`src/rtl/snake_motion_ctrl.sv`:
```
// Per-frame sequencer for the two-player snake game: direction capture,
// wrap-around head stepping, collision detection and game-over/winner latch.
module snake_motion_ctrl #(
    parameter int STEP  = 2,
    parameter int X_MIN = 12,
    parameter int X_MAX = 627,
    parameter int Y_MIN = 12,
    parameter int Y_MAX = 467
) (
    input  logic        Clk,
    input  logic        reset,
    input  logic        frame_clk,
    input  logic [15:0] keycode,
    input  logic [19:0] rand_cord,
    output logic [9:0]  snakeX_pos,
    output logic [9:0]  snakeY_pos,
    output logic [9:0]  snake2X_pos,
    output logic [9:0]  snake2Y_pos,
    output logic [1:0]  dir1,
    output logic [1:0]  dir2,
    output logic        game_over,
    output logic [1:0]  winner
);

    localparam logic [1:0]  UP    = 2'd0;
    localparam logic [1:0]  LEFT  = 2'd1;
    localparam logic [1:0]  DOWN  = 2'd2;
    localparam logic [1:0]  RIGHT = 2'd3;

    localparam logic [9:0]  P1_X0 = 10'd160;
    localparam logic [9:0]  P1_Y0 = 10'd240;
    localparam logic [9:0]  P2_X0 = 10'd480;
    localparam logic [9:0]  P2_Y0 = 10'd240;

    localparam logic [10:0] STEP_W = 11'(STEP);
    localparam logic [10:0] X_LO   = 11'(X_MIN);
    localparam logic [10:0] X_HI   = 11'(X_MAX);
    localparam logic [10:0] Y_LO   = 11'(Y_MIN);
    localparam logic [10:0] Y_HI   = 11'(Y_MAX);

    localparam logic [10:0] HEAD_SPAN = 11'd24;
    localparam logic [10:0] OBS_X_SPAN = 11'd32;
    localparam logic [10:0] OBS_Y_SPAN = 11'd24;

    localparam logic [7:0]  KEY_SPACE = 8'h2C;

    typedef enum logic [1:0] {IDLE, MOVE, CHECK, OVER} state_t;

    state_t      state;
    state_t      state_nxt;

    logic        frame_sync_p0;
    logic        frame_sync_p1;
    logic        frame_sync_p2;
    logic        tick;

    logic [1:0]  pend1;
    logic [1:0]  pend2;

    logic [2:0]  key1_lo;
    logic [2:0]  key1;
    logic [2:0]  key2_lo;
    logic [2:0]  key2;
    logic        load1;
    logic        load2;
    logic        space;

    logic [19:0] next1;
    logic [19:0] next2;

    logic [9:0]  obs_x;
    logic [9:0]  obs_y;
    logic        hit_head;
    logic        hit_obs1;
    logic        hit_obs2;
    logic        hit_any;
    logic [1:0]  winner_nxt;

    logic        key_en;
    logic        do_move;
    logic        do_hit;
    logic        restart;

    function automatic logic [9:0] wrap_inc(input logic [9:0] v,
                                            input logic [10:0] lo,
                                            input logic [10:0] hi);
        logic [10:0] sum;
        sum = {1'b0, v} + STEP_W;
        return (sum > hi) ? lo[9:0] : sum[9:0];
    endfunction

    function automatic logic [9:0] wrap_dec(input logic [9:0] v,
                                            input logic [10:0] lo,
                                            input logic [10:0] hi);
        logic [10:0] ext;
        logic [10:0] diff;
        ext  = {1'b0, v};
        diff = ext - STEP_W;
        return (ext < lo + STEP_W) ? hi[9:0] : diff[9:0];
    endfunction

    // Returns {x, y} after one step in direction d, wrapping at the play-field edges.
    function automatic logic [19:0] step_xy(input logic [9:0] x,
                                            input logic [9:0] y,
                                            input logic [1:0] d);
        logic [19:0] r;
        case (d)
            UP:      r = {x, wrap_dec(y, Y_LO, Y_HI)};
            LEFT:    r = {wrap_dec(x, X_LO, X_HI), y};
            DOWN:    r = {x, wrap_inc(y, Y_LO, Y_HI)};
            default: r = {wrap_inc(x, X_LO, X_HI), y};
        endcase
        return r;
    endfunction

    function automatic logic [10:0] abs_diff(input logic [9:0] a, input logic [9:0] b);
        logic signed [10:0] d;
        d = $signed({1'b0, a}) - $signed({1'b0, b});
        return (d < 0) ? 11'(-d) : 11'(d);
    endfunction

    // {valid, dir}
    function automatic logic [2:0] map_p1(input logic [7:0] code);
        case (code)
            8'h1A:   return {1'b1, UP};
            8'h04:   return {1'b1, LEFT};
            8'h16:   return {1'b1, DOWN};
            8'h07:   return {1'b1, RIGHT};
            default: return 3'b000;
        endcase
    endfunction

    function automatic logic [2:0] map_p2(input logic [7:0] code);
        case (code)
            8'h52:   return {1'b1, UP};
            8'h50:   return {1'b1, LEFT};
            8'h51:   return {1'b1, DOWN};
            8'h4F:   return {1'b1, RIGHT};
            default: return 3'b000;
        endcase
    endfunction

    // frame_clk synchroniser and rising-edge detect
    always_ff @(posedge Clk or posedge reset) begin
        if (reset) begin
            frame_sync_p0 <= 1'b0;
            frame_sync_p1 <= 1'b0;
            frame_sync_p2 <= 1'b0;
        end else begin
            frame_sync_p0 <= frame_clk;
            frame_sync_p1 <= frame_sync_p0;
            frame_sync_p2 <= frame_sync_p1;
        end
    end

    assign tick = frame_sync_p1 & ~frame_sync_p2;

    // Low byte takes priority when both bytes carry a key for the same player.
    always_comb begin
        key1_lo = map_p1(keycode[7:0]);
        key1    = key1_lo[2] ? key1_lo : map_p1(keycode[15:8]);
        key2_lo = map_p2(keycode[7:0]);
        key2    = key2_lo[2] ? key2_lo : map_p2(keycode[15:8]);
        load1   = key1[2] && (key1[1:0] != (dir1 ^ 2'b10));
        load2   = key2[2] && (key2[1:0] != (dir2 ^ 2'b10));
        space   = (keycode[7:0] == KEY_SPACE) || (keycode[15:8] == KEY_SPACE);
    end

    always_comb begin
        next1 = step_xy(snakeX_pos, snakeY_pos, pend1);
        next2 = step_xy(snake2X_pos, snake2Y_pos, pend2);
    end

    always_comb begin
        obs_x    = rand_cord[19:10];
        obs_y    = rand_cord[9:0];
        hit_head = (abs_diff(snakeX_pos, snake2X_pos) < HEAD_SPAN) &&
                   (abs_diff(snakeY_pos, snake2Y_pos) < HEAD_SPAN);
        hit_obs1 = (abs_diff(snakeX_pos, obs_x) <= OBS_X_SPAN) &&
                   (abs_diff(snakeY_pos, obs_y) <= OBS_Y_SPAN);
        hit_obs2 = (abs_diff(snake2X_pos, obs_x) <= OBS_X_SPAN) &&
                   (abs_diff(snake2Y_pos, obs_y) <= OBS_Y_SPAN);
        hit_any  = hit_head | hit_obs1 | hit_obs2;
        // Bit 1 set means P1 lost (P2 wins), bit 0 set means P2 lost.
        winner_nxt = hit_head ? 2'b11 : {hit_obs1, hit_obs2};
    end

    always_ff @(posedge Clk or posedge reset) begin
        if (reset) begin
            state <= IDLE;
        end else begin
            state <= state_nxt;
        end
    end

    always_comb begin
        state_nxt = state;
        case (state)
            IDLE:    if (tick) state_nxt = MOVE;
            MOVE:    state_nxt = CHECK;
            CHECK:   state_nxt = hit_any ? OVER : IDLE;
            OVER:    if (space) state_nxt = IDLE;
            default: state_nxt = IDLE;
        endcase
    end

    always_comb begin
        key_en  = (state != OVER);
        do_move = (state == MOVE);
        do_hit  = (state == CHECK) && hit_any;
        restart = (state == OVER) && space;
    end

    always_ff @(posedge Clk or posedge reset) begin
        if (reset) begin
            snakeX_pos  <= P1_X0;
            snakeY_pos  <= P1_Y0;
            snake2X_pos <= P2_X0;
            snake2Y_pos <= P2_Y0;
            dir1        <= RIGHT;
            dir2        <= LEFT;
            pend1       <= RIGHT;
            pend2       <= LEFT;
            game_over   <= 1'b0;
            winner      <= 2'b00;
        end else if (restart) begin
            snakeX_pos  <= P1_X0;
            snakeY_pos  <= P1_Y0;
            snake2X_pos <= P2_X0;
            snake2Y_pos <= P2_Y0;
            dir1        <= RIGHT;
            dir2        <= LEFT;
            pend1       <= RIGHT;
            pend2       <= LEFT;
            game_over   <= 1'b0;
            winner      <= 2'b00;
        end else begin
            if (key_en && load1) pend1 <= key1[1:0];
            if (key_en && load2) pend2 <= key2[1:0];
            if (do_move) begin
                dir1        <= pend1;
                dir2        <= pend2;
                snakeX_pos  <= next1[19:10];
                snakeY_pos  <= next1[9:0];
                snake2X_pos <= next2[19:10];
                snake2Y_pos <= next2[9:0];
            end
            if (do_hit) begin
                game_over <= 1'b1;
                winner    <= winner_nxt;
            end
        end
    end

endmodule

```
`config.mk`:
```
export PLATFORM = sky130hd
export DESIGN_NAME = snake_motion_ctrl
export DESIGN_NICKNAME = d
export VERILOG_FILES = /design/src/rtl/snake_motion_ctrl.sv
export SDC_FILE = /design/constraint.sdc
export NUM_CORES = 1
export LEC_CHECK = 0
export CORE_MARGIN = 4
export CORE_UTILIZATION = 30
export CTS_CLUSTER_SIZE = 12
export DETAILED_ROUTE_END_ITERATION = 6
export PLACE_DENSITY_LB_ADDON = 0.3
export SLEW_MARGIN = 5
export SYNTH_ARGS = -nofsm -noshare
export SYNTH_HDL_FRONTEND = slang
export SYNTH_SLANG_ARGS = --single-unit
```
`constraint.sdc`:
```
create_clock -name Clk -period 4.3 [get_ports Clk]
set_input_delay 0.645 -clock Clk [delete_from_list [all_inputs] [get_ports Clk]]
set_output_delay 0.645 -clock Clk [all_outputs]
set_load 0.005 [all_outputs]
```
==> impl_metrics.yaml <==
setup_path:
  r2r_end: "game_over"
  start_kind: "primary input"
  rr_worst_depth: 12
  arrival_ns: 4.09
  r2r_start: "snake2Y_pos[4]"
  worstSetupStartpoint: "rand_cord[0]"
  crit_path_end_kind: "flop"
  setup.worst_path.end: "winner[1]"
  path_class: "primary input to flop"
  required_ns: 4.50
  worst-path-max-fanout: 8
  r2r_slack_ns: 0.59
power_and_ir_drop:
  peakVddDrop_mv: 0.234
  internal_power_w: 0.00369
  combPwrFrac: 0.768
  p_leak_nw: 4.12
  power_frac_seq: 0.165
  p_total_w: 0.00775
  power.switching_w: 0.00406
  sw_frac_of_total: 0.524
  clock_power_share: 0.067
  power.density_nw_per_um2: 770
sta:
  fin_ws_ns: 0.406
  post-route-min-period_ns: 3.89
  worst_pin_slew_ns: 1.02
  rsz0062_at_grt: "false"
  finalCritPeriodShare: 0.905
  fmax_mhz: 257
  finalClockSkew_ns: 0.00480
  setup_viol: 0
  slew_headroom: 0.318
  drv_slew: 0
  setup_tns_ns: 0
  hold_viol_final: 0
routing:
  drt-initial-drc-count: 731
  ant_nets: 0
  vias: 9114
  routedWlPerCell_um: 16.8
  drt_first_pass_iters: 5
  met3_length_um: 1610
  maxUsedRoutingLayer: "met4"
  drc_errors: 0
  routed_via_density: 5.63
  wirelength_um: 27300
  route.met2.wl_um: 12900
  met1_length_um: 12100
run:
  drv_cap: 0
floorplanning:
  core_area_um2: 27900
  initial_core_util: 0.305
  die_h_um: 176
  dieArea_um2: 31100
  fp-row-count: 61
  die_width_um: 176
  ioPinCount: 86
grt:
  overflow: 0
  antenna_found_initial: 0
  grt_pass1_vias: 8707
  grt_pass1_wl_um: 44600
  grt_max_degree: 46
  track_usage: 0.173
clock_tree:
  cts_resized: 0
  cts_buffers: 5
  cts.sinks: 56
  tritoncts: "done"
  root_buffer: "clkbuf_16"
  cts_hold_buf: 0
  cts_max_level: 2
  insertion_delay_ns: 0.31
  post-cts-setup-buffers: 0
  cts.clk_slew.worst_paths_ns: 0.08
  clk_path_buf_depth: 2
logic_synthesis:
  synth.distinct_cells: 82
  synth_cells: 1158
  synth_flop_cell: "dfrtp_1"
  syn_avg_cell_area_um2: 7.35
  yosysWarnings: 0
  synth.net_count: 1283
  synthArstFlopShare: 1.00
  yosysSeqAreaShare: 0.168
  synth_enable_flop_cells: 0
  syn_area_um2: 8510
  yosys_register_bits: 56
placed_design:
  post-place-ws_ns: 0.0840
  portBuffers: 85
  routabilityCongestion: 0.904
  dp_hpwl_um: 21700
finish:
  final_common_cell: "nor2_1"
  drive_gt1_frac: 0.0621
  final_cell_mix: "nor2_1, a21oi_1, nand2_1, clkdlybuf4s50_1, inv_1"
  fin_util: 0.361
  insertedDiodeCount: 0
  syn_to_final_growth_pct: 18.3
  finalNetCount: 1364
run_status:
  status: "completed"
worst_hold_path:
  min_path_type: "flop to flop"
-- routing by layer --
layer  track usage  up-vias
met4        0.0496        0
met2         0.296      287
li1              -     4477
met1         0.228     4311
met5             0        -
met3        0.0227       39
-- layout make-up --
cell class              instances  area [µm²]
fillers                      2908       17800
multi-input cells             980        6620
flip-flops and latches         56        1430
repair buffers                109        1040
well taps                     378         473
inverters                      87         327
clock buffers                   5         125
clock inverters                 3        50.0
-- Yosys cell counts (6+ instances only) --
cell type / count / share of area
or4_1: 7 / 0.0062
a21boi_0: 7 / 0.0062
nor2b_1: 21 / 0.015
o21a_1: 10 / 0.0088
mux2i_1: 7 / 0.0082
inv_1: 85 / 0.038
o221ai_1: 9 / 0.0093
nor4_1: 13 / 0.0096
nand4_1: 14 / 0.010
clkbuf_1: 31 / 0.014
nand2_1: 85 / 0.038
nor2_1: 111 / 0.049
dfstp_2: 20 / 0.062
ha_1: 80 / 0.12
a21oi_1: 95 / 0.056
o21ai_0: 73 / 0.043
o211ai_1: 16 / 0.014
nand2b_1: 18 / 0.013
and3_1: 16 / 0.012
o31ai_1: 9 / 0.0079
or3_1: 11 / 0.0081
a21o_1: 22 / 0.019
a211oi_1: 16 / 0.014
xnor2_1: 53 / 0.055
nand3_1: 47 / 0.028
xor2_1: 19 / 0.020
a31oi_1: 21 / 0.015
nor3_1: 42 / 0.025
nor3b_1: 9 / 0.0079
o21bai_1: 6 / 0.0053
o32ai_1: 7 / 0.0072
dfrtp_1: 36 / 0.11
o22ai_1: 10 / 0.0074
fa_1: 6 / 0.014
and2_1: 6 / 0.0044
a22o_1: 6 / 0.0062
nand3b_1: 8 / 0.0071
-- power by group through the flow --
stage / Sequential [W] / Combinational [W] / Clock, W
after floorplan: 0.00104 / 0.00446 / 0
after global placement: 0.00129 / 0.00585 / 0
after detailed placement: 0.00129 / 0.00590 / 0
after CTS: 0.00128 / 0.00593 / 0.000536
after global routing: 0.00132 / 0.00666 / 0.000555
final: 0.00128 / 0.00595 / 0.000520
-- worst max-delay path: stages --
cell and delay [ns]:
clkdlybuf4s50_1 0.53, ha_1 0.21, inv_1 0.06, fa_1 0.39, a21oi_1 0.28, o32a_1 0.31, o221ai_1 0.17, a21o_1 0.28
o32ai_1 0.32, nand3_1 0.14, nor4_2 0.34, nor2_1 0.09, or3_1 0.31
-- stage by stage --
| stage | hold WS (ns) | instances | cell area (µm²) |
|---|---|---|---|
| after floorplan | 0.331 | 1158 | 8510 |
| after global placement | 0.336 | 1610 | 9890 |
| after detailed placement | 0.343 | 1610 | 9890 |
| after CTS | 0.364 | 1618 | 10100 |
| after global routing | 0.374 | 1618 | 10100 |
| final | 0.360 | 1618 | 10100 |
-- state kept, by name (all words and copies together), names as in the netlist --
signal / flops
state: 2
snakeY_pos: 10
winner: 2
frame_sync_p0: 1
snake2X_pos: 10
pend2: 2
snakeX_pos: 10
frame_sync_p2: 1
snake2Y_pos: 10
frame_sync_p1: 1
dir1: 2
game_over: 1
dir2: 2
pend1: 2
-- cells by family after synthesis --
kind of cell / count (synthesis) / share of synthesized area
XOR/XNOR: 72 / 0.0741
adder cells (fa/ha/maj): 87 / 0.133
AO/OA/AOI/OAI: 374 / 0.296
buffers and inverters: 122 / 0.0544
multiplexers: 10 / 0.0122
flip-flops: 56 / 0.168
AND/OR/NAND/NOR: 437 / 0.263
-- worst min-delay path by stage --
stage / startpoint / end / slack (ns) / depth (start not counted)
floorplan: frame_sync_p0 / frame_sync_p1 / 0.33 / 0
global placement: frame_sync_p0 / frame_sync_p1 / 0.34 / 0
detailed placement: frame_sync_p0 / frame_sync_p1 / 0.34 / 0
CTS: frame_sync_p0 / frame_sync_p1 / 0.36 / 0
global route: frame_sync_p0 / frame_sync_p1 / 0.37 / 0
finish: frame_sync_p0 / frame_sync_p1 / 0.36 / 0
No activity file was read; power rests on OpenSTA's default activity.
